File: src/rtl/seq_stage_controller.sv
// -----------------------------------------------------------------------------
// seq_stage_controller
// Control FSM for the sequential RV64 core. One instruction at a time moves
// through FETCH, DECODE, EXECUTE, (MEMORY), (WB) and PCUPD. Every output is a
// registered decode of the next state, so it lines up exactly with the state
// register.
//
// Ports:
//   clk, rst          core clock, synchronous active-high reset
//   start             leave IDLE and begin execution
//   single_step       return to IDLE after each retired instruction
//   instr_valid       fetch decoded a legal instruction
//   imem_error        fetch PC outside instruction memory
//   opcode[6:0]       opcode from fetch
//   branch_taken      execute resolved a taken branch/jump
//   dmem_ready        data memory completes the current access
//   dmem_error        data memory fault, qualified by dmem_ready
//   fetch_en, decode_en, exec_en, wb_en   one-cycle stage enables
//   mem_req           data memory request, high for every MEMORY cycle
//   pc_we, pc_sel     PC write strobe and source (1 = branch target)
//   busy              high outside IDLE/HALT/ERROR
//   stat[1:0]         00 AOK, 01 HLT, 10 ADR, 11 INS
//   retired, cycles   retired-instruction count, busy-cycle count
// -----------------------------------------------------------------------------
module seq_stage_controller #(
    parameter int MEM_TIMEOUT = 15,
    parameter int CNT_W       = 32
) (
    input  logic             clk,
    input  logic             rst,
    input  logic             start,
    input  logic             single_step,
    input  logic             instr_valid,
    input  logic             imem_error,
    input  logic [6:0]       opcode,
    input  logic             branch_taken,
    input  logic             dmem_ready,
    input  logic             dmem_error,
    output logic             fetch_en,
    output logic             decode_en,
    output logic             exec_en,
    output logic             wb_en,
    output logic             mem_req,
    output logic             pc_we,
    output logic             pc_sel,
    output logic             busy,
    output logic [1:0]       stat,
    output logic [CNT_W-1:0] retired,
    output logic [CNT_W-1:0] cycles
);

    localparam int WAIT_W = $clog2(MEM_TIMEOUT + 1);

    typedef enum logic [3:0] {
        ST_IDLE   = 4'd0,
        ST_FETCH  = 4'd1,
        ST_DECODE = 4'd2,
        ST_EXEC   = 4'd3,
        ST_MEM    = 4'd4,
        ST_WB     = 4'd5,
        ST_PCUPD  = 4'd6,
        ST_HALT   = 4'd7,
        ST_ERROR  = 4'd8
    } state_t;

    typedef enum logic [2:0] {
        CLS_ALU    = 3'd0,
        CLS_LOAD   = 3'd1,
        CLS_STORE  = 3'd2,
        CLS_BRANCH = 3'd3,
        CLS_JUMP   = 3'd4,
        CLS_SYSTEM = 3'd5
    } cls_t;

    localparam logic [1:0] STAT_AOK = 2'b00;
    localparam logic [1:0] STAT_HLT = 2'b01;
    localparam logic [1:0] STAT_ADR = 2'b10;
    localparam logic [1:0] STAT_INS = 2'b11;

    // Anything not recognised (including LUI and AUIPC) is handled as ALU.
    function automatic cls_t classify(input logic [6:0] op);
        case (op)
            7'b0000011: classify = CLS_LOAD;
            7'b0100011: classify = CLS_STORE;
            7'b1100011: classify = CLS_BRANCH;
            7'b1101111: classify = CLS_JUMP;
            7'b1100111: classify = CLS_JUMP;
            7'b1110011: classify = CLS_SYSTEM;
            default:    classify = CLS_ALU;
        endcase
    endfunction

    state_t            state_r, next_state_s;
    cls_t              cls_r, cls_next_s;
    logic              pc_sel_r, pc_sel_next_s;
    logic [1:0]        stat_r, stat_next_s;
    logic [WAIT_W-1:0] wait_r, wait_next_s;
    logic              fetch_en_r, decode_en_r, exec_en_r, wb_en_r;
    logic              mem_req_r, pc_we_r, busy_r;
    logic [CNT_W-1:0]  retired_r, cycles_r;

    // Next-state, latched class, PC source, status and memory wait counter.
    always_comb begin
        next_state_s  = state_r;
        cls_next_s    = cls_r;
        pc_sel_next_s = pc_sel_r;
        stat_next_s   = stat_r;
        wait_next_s   = wait_r;
        case (state_r)
            ST_IDLE: begin
                if (start) next_state_s = ST_FETCH;
                else       next_state_s = ST_IDLE;
            end
            ST_FETCH: begin
                if (imem_error) begin
                    next_state_s = ST_ERROR;
                    stat_next_s  = STAT_ADR;
                end else if (!instr_valid) begin
                    next_state_s = ST_ERROR;
                    stat_next_s  = STAT_INS;
                end else begin
                    next_state_s = ST_DECODE;
                end
            end
            ST_DECODE: begin
                cls_next_s = classify(opcode);
                if (classify(opcode) == CLS_SYSTEM) begin
                    next_state_s = ST_HALT;
                    stat_next_s  = STAT_HLT;
                end else begin
                    next_state_s = ST_EXEC;
                end
            end
            ST_EXEC: begin
                if (cls_r == CLS_BRANCH || cls_r == CLS_JUMP) pc_sel_next_s = branch_taken;
                else                                          pc_sel_next_s = 1'b0;
                case (cls_r)
                    CLS_LOAD, CLS_STORE: next_state_s = ST_MEM;
                    CLS_BRANCH:          next_state_s = ST_PCUPD;
                    default:             next_state_s = ST_WB;
                endcase
            end
            ST_MEM: begin
                // Ready on the final allowed cycle still completes the access.
                if (dmem_ready) begin
                    wait_next_s = {WAIT_W{1'b0}};
                    if (dmem_error) begin
                        next_state_s = ST_ERROR;
                        stat_next_s  = STAT_ADR;
                    end else if (cls_r == CLS_LOAD) begin
                        next_state_s = ST_WB;
                    end else begin
                        next_state_s = ST_PCUPD;
                    end
                end else if (wait_r == WAIT_W'(MEM_TIMEOUT - 1)) begin
                    wait_next_s  = {WAIT_W{1'b0}};
                    next_state_s = ST_ERROR;
                    stat_next_s  = STAT_ADR;
                end else begin
                    wait_next_s = wait_r + {{(WAIT_W-1){1'b0}}, 1'b1};
                end
            end
            ST_WB: begin
                next_state_s = ST_PCUPD;
            end
            ST_PCUPD: begin
                pc_sel_next_s = 1'b0;
                if (single_step) next_state_s = ST_IDLE;
                else             next_state_s = ST_FETCH;
            end
            ST_HALT:  next_state_s = ST_HALT;
            ST_ERROR: next_state_s = ST_ERROR;
            default: begin
                next_state_s = ST_ERROR;
                stat_next_s  = STAT_ADR;
            end
        endcase
    end

    // State, latched context and registered output decodes.
    always_ff @(posedge clk) begin
        if (rst) begin
            state_r     <= ST_IDLE;
            cls_r       <= CLS_ALU;
            pc_sel_r    <= 1'b0;
            stat_r      <= STAT_AOK;
            wait_r      <= {WAIT_W{1'b0}};
            fetch_en_r  <= 1'b0;
            decode_en_r <= 1'b0;
            exec_en_r   <= 1'b0;
            wb_en_r     <= 1'b0;
            mem_req_r   <= 1'b0;
            pc_we_r     <= 1'b0;
            busy_r      <= 1'b0;
        end else begin
            state_r     <= next_state_s;
            cls_r       <= cls_next_s;
            pc_sel_r    <= pc_sel_next_s;
            stat_r      <= stat_next_s;
            wait_r      <= wait_next_s;
            fetch_en_r  <= (next_state_s == ST_FETCH);
            decode_en_r <= (next_state_s == ST_DECODE);
            exec_en_r   <= (next_state_s == ST_EXEC);
            wb_en_r     <= (next_state_s == ST_WB);
            mem_req_r   <= (next_state_s == ST_MEM);
            pc_we_r     <= (next_state_s == ST_PCUPD);
            busy_r      <= !(next_state_s == ST_IDLE || next_state_s == ST_HALT ||
                             next_state_s == ST_ERROR);
        end
    end

    // Retired-instruction and busy-cycle counters, both free-wrapping.
    always_ff @(posedge clk) begin
        if (rst) begin
            retired_r <= {CNT_W{1'b0}};
            cycles_r  <= {CNT_W{1'b0}};
        end else begin
            if (state_r == ST_PCUPD) retired_r <= retired_r + {{(CNT_W-1){1'b0}}, 1'b1};
            else                     retired_r <= retired_r;
            if (busy_r) cycles_r <= cycles_r + {{(CNT_W-1){1'b0}}, 1'b1};
            else        cycles_r <= cycles_r;
        end
    end

    assign fetch_en  = fetch_en_r;
    assign decode_en = decode_en_r;
    assign exec_en   = exec_en_r;
    assign wb_en     = wb_en_r;
    assign mem_req   = mem_req_r;
    assign pc_we     = pc_we_r;
    assign pc_sel    = pc_sel_r;
    assign busy      = busy_r;
    assign stat      = stat_r;
    assign retired   = retired_r;
    assign cycles    = cycles_r;

endmodule

File: config.mk
export PLATFORM = sky130hd
export DESIGN_NAME = seq_stage_controller
export DESIGN_NICKNAME = d
export VERILOG_FILES = /design/src/rtl/seq_stage_controller.sv
export SDC_FILE = /design/constraint.sdc
export NUM_CORES = 1
export LEC_CHECK = 0
export CORE_MARGIN = 4
export CORE_UTILIZATION = 54
export DETAILED_ROUTE_END_ITERATION = 8
export PLACE_DENSITY = 0.88
export SLEW_MARGIN = 20
export SYNTH_ARGS = -nofsm -noshare
export SYNTH_HDL_FRONTEND = slang
export SYNTH_SLANG_ARGS = --single-unit
File: constraint.sdc
create_clock -name clk -period 3.9 [get_ports clk]
set_input_delay 0.585 -clock clk [delete_from_list [all_inputs] [get_ports clk]]
set_output_delay 0.585 -clock clk [all_outputs]
set_load 0.01 [all_outputs]
Word level (Yosys, flattened, before mapping) --
Cells that the tools add are included.
Storage, ports and cells: bits in registers 85, input bits 16, word-level logic and storage cells 85, output and inout bits 74
Cells by class: muxes and demuxes 24, $add $sub $neg 3, bitwise logic cells 1, equal/unequal tests 32, reductions and logical operators 11
Operators with widths (count):
- $add A32 B1 Y32 const B | 2
- $eq A4 B3 Y1 const B | 8
- $pmux W4 S8 | 1
- $eq A7 B7 Y1 const B | 4
- $mux W4 | 7
- $eq A4 B2 Y1 const B | 4
- $pmux W3 S5 | 1
- $mux W2 | 7
- $eq A4 B4 Y1 const B | 3
- $ne A3 B3 Y1 const B | 3
- $eq A4 B1 Y1 const B | 2
- $logic_not A4 Y1 | 2
- $pmux W2 S4 | 1
- $eq A7 B2 Y1 const B | 1
- $eq A7 B6 Y1 const B | 1
- $eq A3 B2 Y1 const B | 2
- $eq A3 B3 Y1 const B | 2
- $mux W3 | 2
- $reduce_or A6 Y1 | 1
- $reduce_and A5 Y1 | 1
- $add A4 B1 Y4 const B | 1
- $pmux W2 S2 | 1
- $reduce_or A2 Y1 | 2
- $eq A3 B1 Y1 const B | 1
- other kinds (7) | 11

Logic depth before layout (Yosys ltp) --
Gate-level depths: netlist (run 1).
word-level depth 11, gate-level depth with buffers 7, mapped depth without buffers 7

Worst setup path after synthesis (run 1) --
Ideal clock, no wire load.
path type register to register, start point register retired_r[3] (netlist: retired[3]), end point register retired_r[30] (netlist: retired[30]), period minus slack after synthesis 1.867 ns, path buffers 0, required time 3.830 ns, library setup time 0.070 ns, slack 2.033 ns, data arrival time 1.796 ns, stages on the path, launching flop included 6, cells stage by stage dfxtp_1 nand4_1 nor4_4 nand3_2 or3_1 a21oi_1
On the way: word-level cells in the longest chain between the ends 1
RTL lines:
- start: declaration | line 100 | logic [CNT_W-1:0] retired_r, cycles_r;
- start signal: assignment | line 215 | retired_r <= {CNT_W{1'b0}};
- start signal: assignment | line 218 | if (state_r == ST_PCUPD) retired_r <= retired_r + {{(CNT_W-1){1'b0}}, 1'b1};
- start signal: assignment | line 219 | else retired_r <= retired_r;
- $add A32 B1 Y32 | line 218
No other way between the ends. A chain may end at the register's enable or synchronous reset.

Worst setup path after layout (run 1) --
start point register state_r[1], end point register retired_r[30] (netlist: retired[30])
On the way: word-level cells in the longest chain between the ends 1
RTL lines:
- start: declaration | line 93 | state_t state_r, next_state_s;
- start signal: assignment | line 196 | state_r <= next_state_s;
- $eq A4 B3 Y1 | line 218
No other way between the ends.

==> results of run 1 <==
[placed cells by master, fill, tap and decap left out, types with 3 or more instances in the layout]
cell	netlist	layout
nor3b_1	6	6
nand2_1	28	28
dfxtp_1	85	85
nor3_1	11	11
nand4_1	21	21
nand2b_1	6	6
nor4_1	10	10
or3_1	13	13
nor2_1	74	74
a211oi_1	3	3
a21oi_1	22	22
and3_1	6	6
clkbuf_8	0	10
o21ai_0	15	15
inv_1	11	11
nand3_1	23	23
clkdlybuf4s50_1	0	88
ha_1	4	4
and2_1	8	8
bufinv_16	0	3
xor2_1	30	30
nor4bb_1	3	3
or2_2	4	4
and4_1	9	9
nor2b_1	6	6
xnor2_1	21	21
[cells by family after synthesis]
group | after synthesis | share of synthesized area [%]
AND/OR/NAND/NOR | 241 | 32.9
AO/OA/AOI/OAI | 54 | 8.16
multiplexers | 3 | 0.784
adder cells (fa/ha/maj) | 4 | 1.26
XOR/XNOR | 51 | 11.2
buffers and inverters | 31 | 3.07
flip-flops | 85 | 42.7
[how the worst min path moves through the flow]
stage	start	end	slack, ns	cells past startpoint
global route	stat[1]$_SDFFE_PP0P_	stat[1]$_SDFFE_PP0P_	0.52	2
CTS	stat[0]$_SDFFE_PP0P_	stat[0]$_SDFFE_PP0P_	0.48	2
floorplan	wait_r[3]$_SDFFE_PP0P_	wait_r[3]$_SDFFE_PP0P_	0.46	2
finish	stat[0]$_SDFFE_PP0P_	stat[0]$_SDFFE_PP0P_	0.48	2
detailed placement	stat[0]$_SDFFE_PP0P_	stat[0]$_SDFFE_PP0P_	0.47	2
global placement	pc_sel$_SDFFE_PP0P_	pc_sel$_SDFFE_PP0P_	0.45	2
[sequential cells by signal, summed over array words and instances (netlist names)]
| name | cells |
|---|---|
| cycles | 32 |
| retired | 32 |
| state_r | 4 |
| wait_r | 4 |
| cls_r | 3 |
| stat | 2 |
| busy | 1 |
| decode_en | 1 |
| exec_en | 1 |
| fetch_en | 1 |
| mem_req | 1 |
| pc_sel | 1 |
| pc_we | 1 |
| wb_en | 1 |
[worst max-delay path, stage by stage, from the launching register on]
cell and delay (ns):
dfxtp_1 0.64, nand4bb_1 0.47, nor4_4 0.71, nand3_2 0.17
or3_1 0.37, a21oi_1 0.14
[per-layer routing]
| layer | part of all wire [%] | track usage, % | routed length [µm] | vias to the layer above |
|---|---|---|---|---|
| met2 | 50 | 38.0 | 4800 | 107 |
| met5 | 0 | 0 | 0 | - |
| li1 | - | - | - | 1817 |
| met1 | 42 | 28.3 | 4020 | 1776 |
| met3 | 5.5 | 3.61 | 526 | 15 |
| met4 | 1.8 | 10.7 | 174 | 0 |
[stage by stage]
step | total power, µW | setup WS, ns
floorplan | 968 | 2.03
global placement | 1010 | 1.50
detailed placement | 1010 | 1.37
CTS | 1750 | 1.34
global route | 1800 | 1.07
finish | 1740 | 1.33
[area by class of cell]
type	count	area share, %
multi-input cells	353	41.9
well taps	99	2.40
clock inverters	4	1.84
flip-flops and latches	85	33.0
repair buffers	90	17.3
inverters	11	0.800
clock buffers	12	2.81
[power by group through the flow]
stage	logic, µW	clock network, µW	registers, µW
6_report	100	748	892
5_1_grt	110	795	894
4_1_cts	101	758	892
3_5_place_dp	99.6	0	912
3_3_place_gp	97.8	0	911
2_1_floorplan	59.7	0	908
==> results.yml, run 1 <==
run_status:
  status: "completed"
pwr:
  power.share.sequential_pct: 51.3
  power.internal_uw: 1370
  power_density_nw_per_um2: 337
  sw_frac_of_total_pct: 21.3
  pwr-share-comb_pct: 5.8
  netSwitchingPower_uw: 370
  power.leakage_uw: 0.00175
  clockPowerShare_pct: 43.0
  ir_worst_vdd_v: 0.000230
final_layout:
  fillers: 571
  drive_above_1_share_pct: 4.86
  final_util_pct: 71.6
  multiInputGateArea_um2: 2160
  fin_area_um2: 5160
  regArea_um2: 1700
  syn2layout_area_growth_pct: 29.5
  final_cells: 654
  diodes: 0
  final_nets: 570
clock_network:
  clock-root-buffer: "clkbuf_8"
  cts_sinks: 85
  clkLatencyLatePin_ns: 0.35
  post_cts_buffers: 0
  cts_resized: 0
  cts_tree: "done"
  cts-hold-fix-buffers: 0
  htreeDepth: 3
  clkSlewWorstSetupHoldPaths_ns: 0.08
  clockBufferDepth: 2
  cts_buffers: 9
floorplanning:
  die_area_um2: 8820
  die_x_um: 93.9
  dieHeight_um: 93.9
  num_rows: 31
  core_um2: 7210
  io_pins: 90
  initial_core_util_pct: 55.3
critical_path:
  worstSetupEndpointType: "flip-flop"
  worstPathArrival_ns: 2.85
  cp-start-kind: "flip-flop"
  endpoint: "retired[30]$_SDFFE_PP0P_"
  critPathLaunch: "state_r[1]$_SDFF_PP0_"
  r2r_cells: 5
  criticalPathCategory: "reg2reg"
  critPathRequiredTime_ns: 4.18
  path_max_fanout: 17
  timing.reg2reg.setup_slack_ns: 1.33
  reg2reg_from: "state_r[1]$_SDFF_PP0_"
  reg2reg_to: "retired[30]$_SDFFE_PP0P_"
route:
  drt_wl_total_um: 9510
  ant_nets: 0
  via_per_inst: 5.68
  drc_errors: 0
  num_vias: 3715
  drt_iter0_drc: 182
  post_drt_wl_per_cell_um: 14.5
  first_pass_iters: 4
logic_synthesis:
  synth_common_cells: "dfxtp_1, nor2_1, xor2_1, nand2_1, nand3_1"
  syn-cell-area_um2: 3990
  synth.largest_area_cell: "dfxtp_1"
  yosysWarnings: 0
  async_flop_share_pct: 0
  synth_edf_count: 0
  synth.top_cells.by_area: "dfxtp_1, nor2_1, xor2_1"
  synth-main-ff-cell: "dfxtp_1"
  synth_seq_cells: 85
  synth_top_area_share_pct: 42.7
  synth-seq-area-share_pct: 42.7
  yosysMostFrequentCell: "dfxtp_1"
  synthCells: 469
  syn_nets: 489
  ys_types: 51
  avgSynthCellArea_um2: 8.50
grt:
  overflow: 0
  grt_max_degree: 48
  grt_pass1_vias: 3553
  track_usage_pct: 22.7
  antenna_found_initial: 0
  grt_pass1_wl_um: 16300
timing:
  rsz0062_at_grt: "false"
  period_share_pct: 66.0
  tns_ns: 0
  fmax_mhz: 388
  hold_viol: 0
  setup_violations: 0
  slew_violations: 0
  whs_ns: 0.484
  worst_slew_pin_slew_ns: 0.853
  clock_skew_ns: 0.00975
  slew_headroom_pct: 43.2
  fin_crit_ns: 2.57
worst_hold_path:
  hold_path_class: "reg2reg"
placement:
  gp_congestion: 0.835
  dp_cells: 638
  io_buffers: 89
  hpwl_um: 6980
  placed_area_um2: 4920
run:
  max_cap_violations: 0
No activity file was read; power rests on OpenSTA's default activity.
==> run 2, diff against run 1 <==
--- a/config.mk
+++ b/config.mk
@@ -6,9 +6,9 @@
 export NUM_CORES = 1
 export LEC_CHECK = 0
 export CORE_MARGIN = 4
-export CORE_UTILIZATION = 54
+export CORE_UTILIZATION = 50
 export DETAILED_ROUTE_END_ITERATION = 8
-export PLACE_DENSITY = 0.88
+export PLACE_DENSITY = 0.82
 export SLEW_MARGIN = 20
 export SYNTH_ARGS = -nofsm -noshare
 export SYNTH_HDL_FRONTEND = slang
==> constraint.sdc (replaced) <==
create_clock -name clk -period 2.4 [get_ports clk]
set_input_delay 0.36 -clock clk [delete_from_list [all_inputs] [get_ports clk]]
set_output_delay 0.36 -clock clk [all_outputs]
set_load 0.01 [all_outputs]
==> run 2 against run 1 <==
Worst hold slack got worse by 0.12 ns. Via count decreased by 1.2%. Clock power increased by 56%. Setup slack got worse by 1.0 ns. Register-to-register slack got worse by 1.0 ns. Sequential share of layout area decreased by 0.51 points. Largest cell class unchanged. Cell count increased by 2.1%. Sequential power increased by 61%.
==> results.yml, run 2 (synthesis gave the netlist of run 1 again) <==
worst_hold_path:
  holdPathEnd: "cycles[4]$_SDFFE_PP0P_"
  hold_path_class: "in2reg"
  hold_depth: 2
  min_from: "rst"
route:
  via_per_inst: 5.50
  drt_iter0_drc: 176
  drt_wl_total_um: 9310
  drc_errors: 0
  first_pass_iters: 4
  ant_nets: 0
  post_drt_wl_per_cell_um: 13.9
  num_vias: 3671
placement:
  io_buffers: 89
  hpwl_um: 7010
  gp_congestion: 0.852
final_layout:
  syn2layout_area_growth_pct: 31.5
  diodes: 0
  final_cell_mix: "clkdlybuf4s50_1, dfxtp_1, nor2_1, xor2_1, nand2_1"
  final_common_cell: "clkdlybuf4s50_1"
  drive_above_1_share_pct: 6.89
  final_nets: 582
floorplanning:
  initial_core_util_pct: 51.6
  dieHeight_um: 97.3
  die_x_um: 97.3
  io_pins: 90
  num_rows: 32
  die_area_um2: 9470
  core_um2: 7730
critical_path:
  criticalPathCategory: "reg2reg"
  reg2reg_to: "decode_en$_SDFF_PP0_"
  critPathRequiredTime_ns: 2.64
  timing.reg2reg.setup_slack_ns: 0.31
  path_max_fanout: 13
  r2r_cells: 5
  cp-start-kind: "flip-flop"
  reg2reg_from: "state_r[0]$_SDFF_PP0_"
  worstSetupEndpointType: "flip-flop"
  worstPathArrival_ns: 2.33
grt:
  grt_pass1_wl_um: 15800
  grt_pass1_vias: 3496
  grt_max_degree: 52
  track_usage_pct: 19.3
  overflow: 0
  antenna_found_initial: 0
clock_network:
  cts-hold-fix-buffers: 0
  clkSlewWorstSetupHoldPaths_ns: 0.09
  clockBufferDepth: 2
  clock-root-buffer: "clkbuf_8"
  cts_resized: 0
  cts_buffers: 9
  clkLatencyLatePin_ns: 0.34
  cts_sinks: 85
  cts_tree: "done"
  post_cts_buffers: 0
  htreeDepth: 3
pwr:
  power.leakage_uw: 0.00181
  ir_worst_vdd_v: 0.000298
  power_density_nw_per_um2: 532
  power.total_uw: 2790
timing:
  fin_crit_ns: 2.09
  clock_skew_ns: 0.0119
  rsz0062_at_grt: "false"
  slew_violations: 0
  fmax_mhz: 479
  worst_slew_pin_slew_ns: 0.728
  tns_ns: 0
  slew_headroom_pct: 50.9
  setup_violations: 0
  period_share_pct: 87.0
  hold_viol: 0
run_status:
  status: "completed"
run:
  max_cap_violations: 0
## run 2: cell type report
| cell class | count | area [µm²] |
|---|---|---|
| clock buffers | 10 | 128 |
| clock inverters | 5 | 100 |
| fillers | 612 | 2480 |
| inverters | 11 | 41.3 |
| multi-input cells | 353 | 2160 |
| flip-flops and latches | 85 | 1700 |
| well taps | 102 | 128 |
| repair buffers | 102 | 983 |
## run 2: through the flow
stage | std cells | hold slack [ns] | util (%) | area (µm²) | setup slack [ns]
2_1_floorplan | 469 | 0.458 | - | 3990 | 0.533
3_3_place_gp | 653 | 0.453 | 64.9 | 5020 | 0.239
3_5_place_dp | 653 | 0.461 | 64.9 | 5020 | 0.148
4_1_cts | 668 | 0.351 | 67.9 | 5250 | 0.350
5_1_grt | 668 | 0.362 | 67.9 | 5250 | 0.164
6_report | 668 | 0.367 | 67.9 | 5250 | 0.312
## run 2: worst max-delay path by stage
stage               cells past startpoint                    start                       end
floorplan                               5  retired[3]$_SDFFE_PP0P_  retired[30]$_SDFFE_PP0P_
global placement                        6                opcode[0]      stat[0]$_SDFFE_PP0P_
detailed placement                      6                opcode[0]          pc_we$_SDFF_PP0_
CTS                                     5    state_r[0]$_SDFF_PP0_      decode_en$_SDFF_PP0_
global route                            6    state_r[3]$_SDFF_PP0_      stat[1]$_SDFFE_PP0P_
finish                                  5    state_r[0]$_SDFF_PP0_      decode_en$_SDFF_PP0_
## run 2: per-layer routing
layer	part of all wire, %	GRT usage, %	up-vias	wire length, µm
li1	-	-	1833	-
met1	45	24.1	1751	4140
met2	50	33.8	77	4670
met3	4.0	3.30	10	371
met4	1.3	6.28	0	123
met5	0	0	-	0
## run 2: critical path, cell delays in order (launching register included)
cell and delay (ns):
dfxtp_1 0.58, nand2b_1 0.23, nand2b_1 0.30, o2111ai_1 0.27, or2_2 0.36, nor4_1 0.26
## run 2: power breakdown
group          internal [µW]  leakage, µW  switching, µW
Clock                    683     0.000116            491
Combinational           86.1      0.00100           87.0
Sequential              1420     0.000686           19.7
Total                   2190      0.00181            597
==> run 3, diff against run 2 <==
==> constraint.sdc (replaced) <==
create_clock -name clk -period 2.39 [get_ports clk]
set_input_delay 0.3585 -clock clk [delete_from_list [all_inputs] [get_ports clk]]
set_output_delay 0.3585 -clock clk [all_outputs]
set_load 0.01 [all_outputs]
==> run 3 against run 2 <==
Sequential power about the same. Non-clock buffer count unchanged. Core utilization fell by 0.36 points. Largest cell class unchanged. Via count down 0.98%. Clock power shrank 12%. Critical endpoint unchanged. Fmax increased by 0.37%. Flip-flop and latch count unchanged. Sequential share of layout area up 0.17 points. Global-route usage is 0.76 points higher.
==> results.yml, run 3 (synthesis gave the netlist of run 1 again) <==
run_status:
  status: "completed"
route:
  drt_wl_total_um: 9320
  ant_nets: 0
  drc_errors: 0
  via_per_inst: 5.44
  num_vias: 3635
  post_drt_wl_per_cell_um: 13.9
  first_pass_iters: 5
  drt_iter0_drc: 174
timing:
  rsz0062_at_grt: "false"
  whs_ns: 0.358
  hold_viol: 0
  setup_violations: 0
  tns_ns: 0
  timing.final.ws_setup_ns: 0.310
  clock_skew_ns: 0.0101
  worst_slew_pin_slew_ns: 0.766
  slew_violations: 0
  period_share_pct: 87.0
  slew_headroom_pct: 48.3
  fin_crit_ns: 2.08
  fmax_mhz: 481
final_layout:
  drive_above_1_share_pct: 6.89
  syn2layout_area_growth_pct: 30.8
  final_cells: 668
  final_nets: 582
  final_cell_mix: "clkdlybuf4s50_1, dfxtp_1, nor2_1, xor2_1, nand2_1"
  diodes: 0
  final_common_cell: "clkdlybuf4s50_1"
critical_path:
  crit_slowest_cell: "dfxtp_1"
  cp-start-kind: "flip-flop"
  path_max_fanout: 13
  crit_family: "simple AND/OR/NAND/NOR gates"
  cpMostUsedCell: "nand2b_1"
  cp_cell_sequence: "nand2b_1 > nand2b_1 > o2111ai_1 > or2_2 > nor4_1"
  worstSetupEndpointType: "flip-flop"
  critPathRequiredTime_ns: 2.64
  worstPathArrival_ns: 2.33
  crit_buf_inv: 0
  criticalPathCategory: "reg2reg"
  slowest_delay_ns: 0.57
clock_network:
  clkLatencyLatePin_ns: 0.35
  clkSlewWorstSetupHoldPaths_ns: 0.08
  cts_resized: 0
  clock-root-buffer: "clkbuf_8"
  cts-hold-fix-buffers: 0
  post_cts_buffers: 0
  htreeDepth: 3
  cts_tree: "done"
  clockBufferDepth: 2
  cts_sinks: 85
  cts_buffers: 9
floorplanning:
  num_rows: 32
  dieHeight_um: 97.3
  die_area_um2: 9470
  die_x_um: 97.3
  io_pins: 90
  core_um2: 7730
  initial_core_util_pct: 51.6
worst_hold_path:
  hold_path_class: "in2reg"
pwr:
  power.internal_uw: 2050
  sw_frac_of_total_pct: 22.7
  clockPowerShare_pct: 38.8
  pwr-share-comb_pct: 6.6
  netSwitchingPower_uw: 601
  power.leakage_uw: 0.00178
  power_density_nw_per_um2: 509
  power.share.sequential_pct: 54.6
  ir_worst_vdd_v: 0.000279
grt:
  grt_pass1_vias: 3544
  track_usage_pct: 20.1
  grt_pass1_wl_um: 16200
  overflow: 0
  grt_max_degree: 52
  antenna_found_initial: 0
placement:
  pre_cts_ws_ns: 0.0636
  gp_congestion: 0.853
  dp_cells: 653
  hpwl_um: 7090
  io_buffers: 89
run:
  max_cap_violations: 0
run 3: cell count changes in the layout (fill, tap and decap cells not counted), sizes merged:
cell / previous run / this run
clkinv: 2 / 0
bufinv: 3 / 1
clkinvlp: 0 / 2
clkbuf: 10 / 12
run 3: final timing paths:
check / depth (start not counted) / slack [ns] / startpoint / to
max: 5 / 0.31 / state_r[0]$_SDFF_PP0_ / decode_en$_SDFF_PP0_
min: 2 / 0.36 / rst / cycles[4]$_SDFFE_PP0P_
min reg2reg: 2 / 0.47 / pc_sel$_SDFFE_PP0P_ / pc_sel$_SDFFE_PP0P_
max reg2reg: 5 / 0.31 / state_r[0]$_SDFF_PP0_ / decode_en$_SDFF_PP0_
run 3: cell type report:
type | instances | area, µm²
clock inverters | 3 | 45.0
well taps | 102 | 128
fillers | 628 | 2510
flip-flops and latches | 85 | 1700
multi-input cells | 353 | 2160
repair buffers | 102 | 983
inverters | 11 | 41.3
clock buffers | 12 | 155
run 3: routing by layer:
| layer | global-route usage (%) | up-vias | share of wire [%] |
|---|---|---|---|
| met1 | 25.0 | 1686 | 43 |
| met3 | 3.37 | 21 | 4.8 |
| met4 | 7.14 | 0 | 1.7 |
| met2 | 34.9 | 95 | 50 |
| li1 | - | 1833 | - |
| met5 | 0 | - | 0 |
run 3: power by group through the flow:
stage	clock network, µW	registers (µW)	logic [µW]
floorplan	0	1480	97.4
global placement	0	1480	169
detailed placement	0	1480	174
CTS	1050	1450	175
global route	1110	1450	192
finish	1030	1450	174
run 3: metrics by stage:
step                      cell area [µm²]  total power, µW  utilization, %
after floorplan                      3990             1580               -
after global placement               5020             1650            64.9
after detailed placement             5020             1660            64.9
after CTS                            5220             2680            67.5
after global routing                 5220             2750            67.5
final                                5220             2650            67.5
run 3: worst register-to-register path, cell delays in order (launching register included):
cell and delay, ns:
dfxtp_1 0.57, nand2b_1 0.23, nand2b_1 0.30, o2111ai_1 0.26, or2_2 0.36, nor4_1 0.28
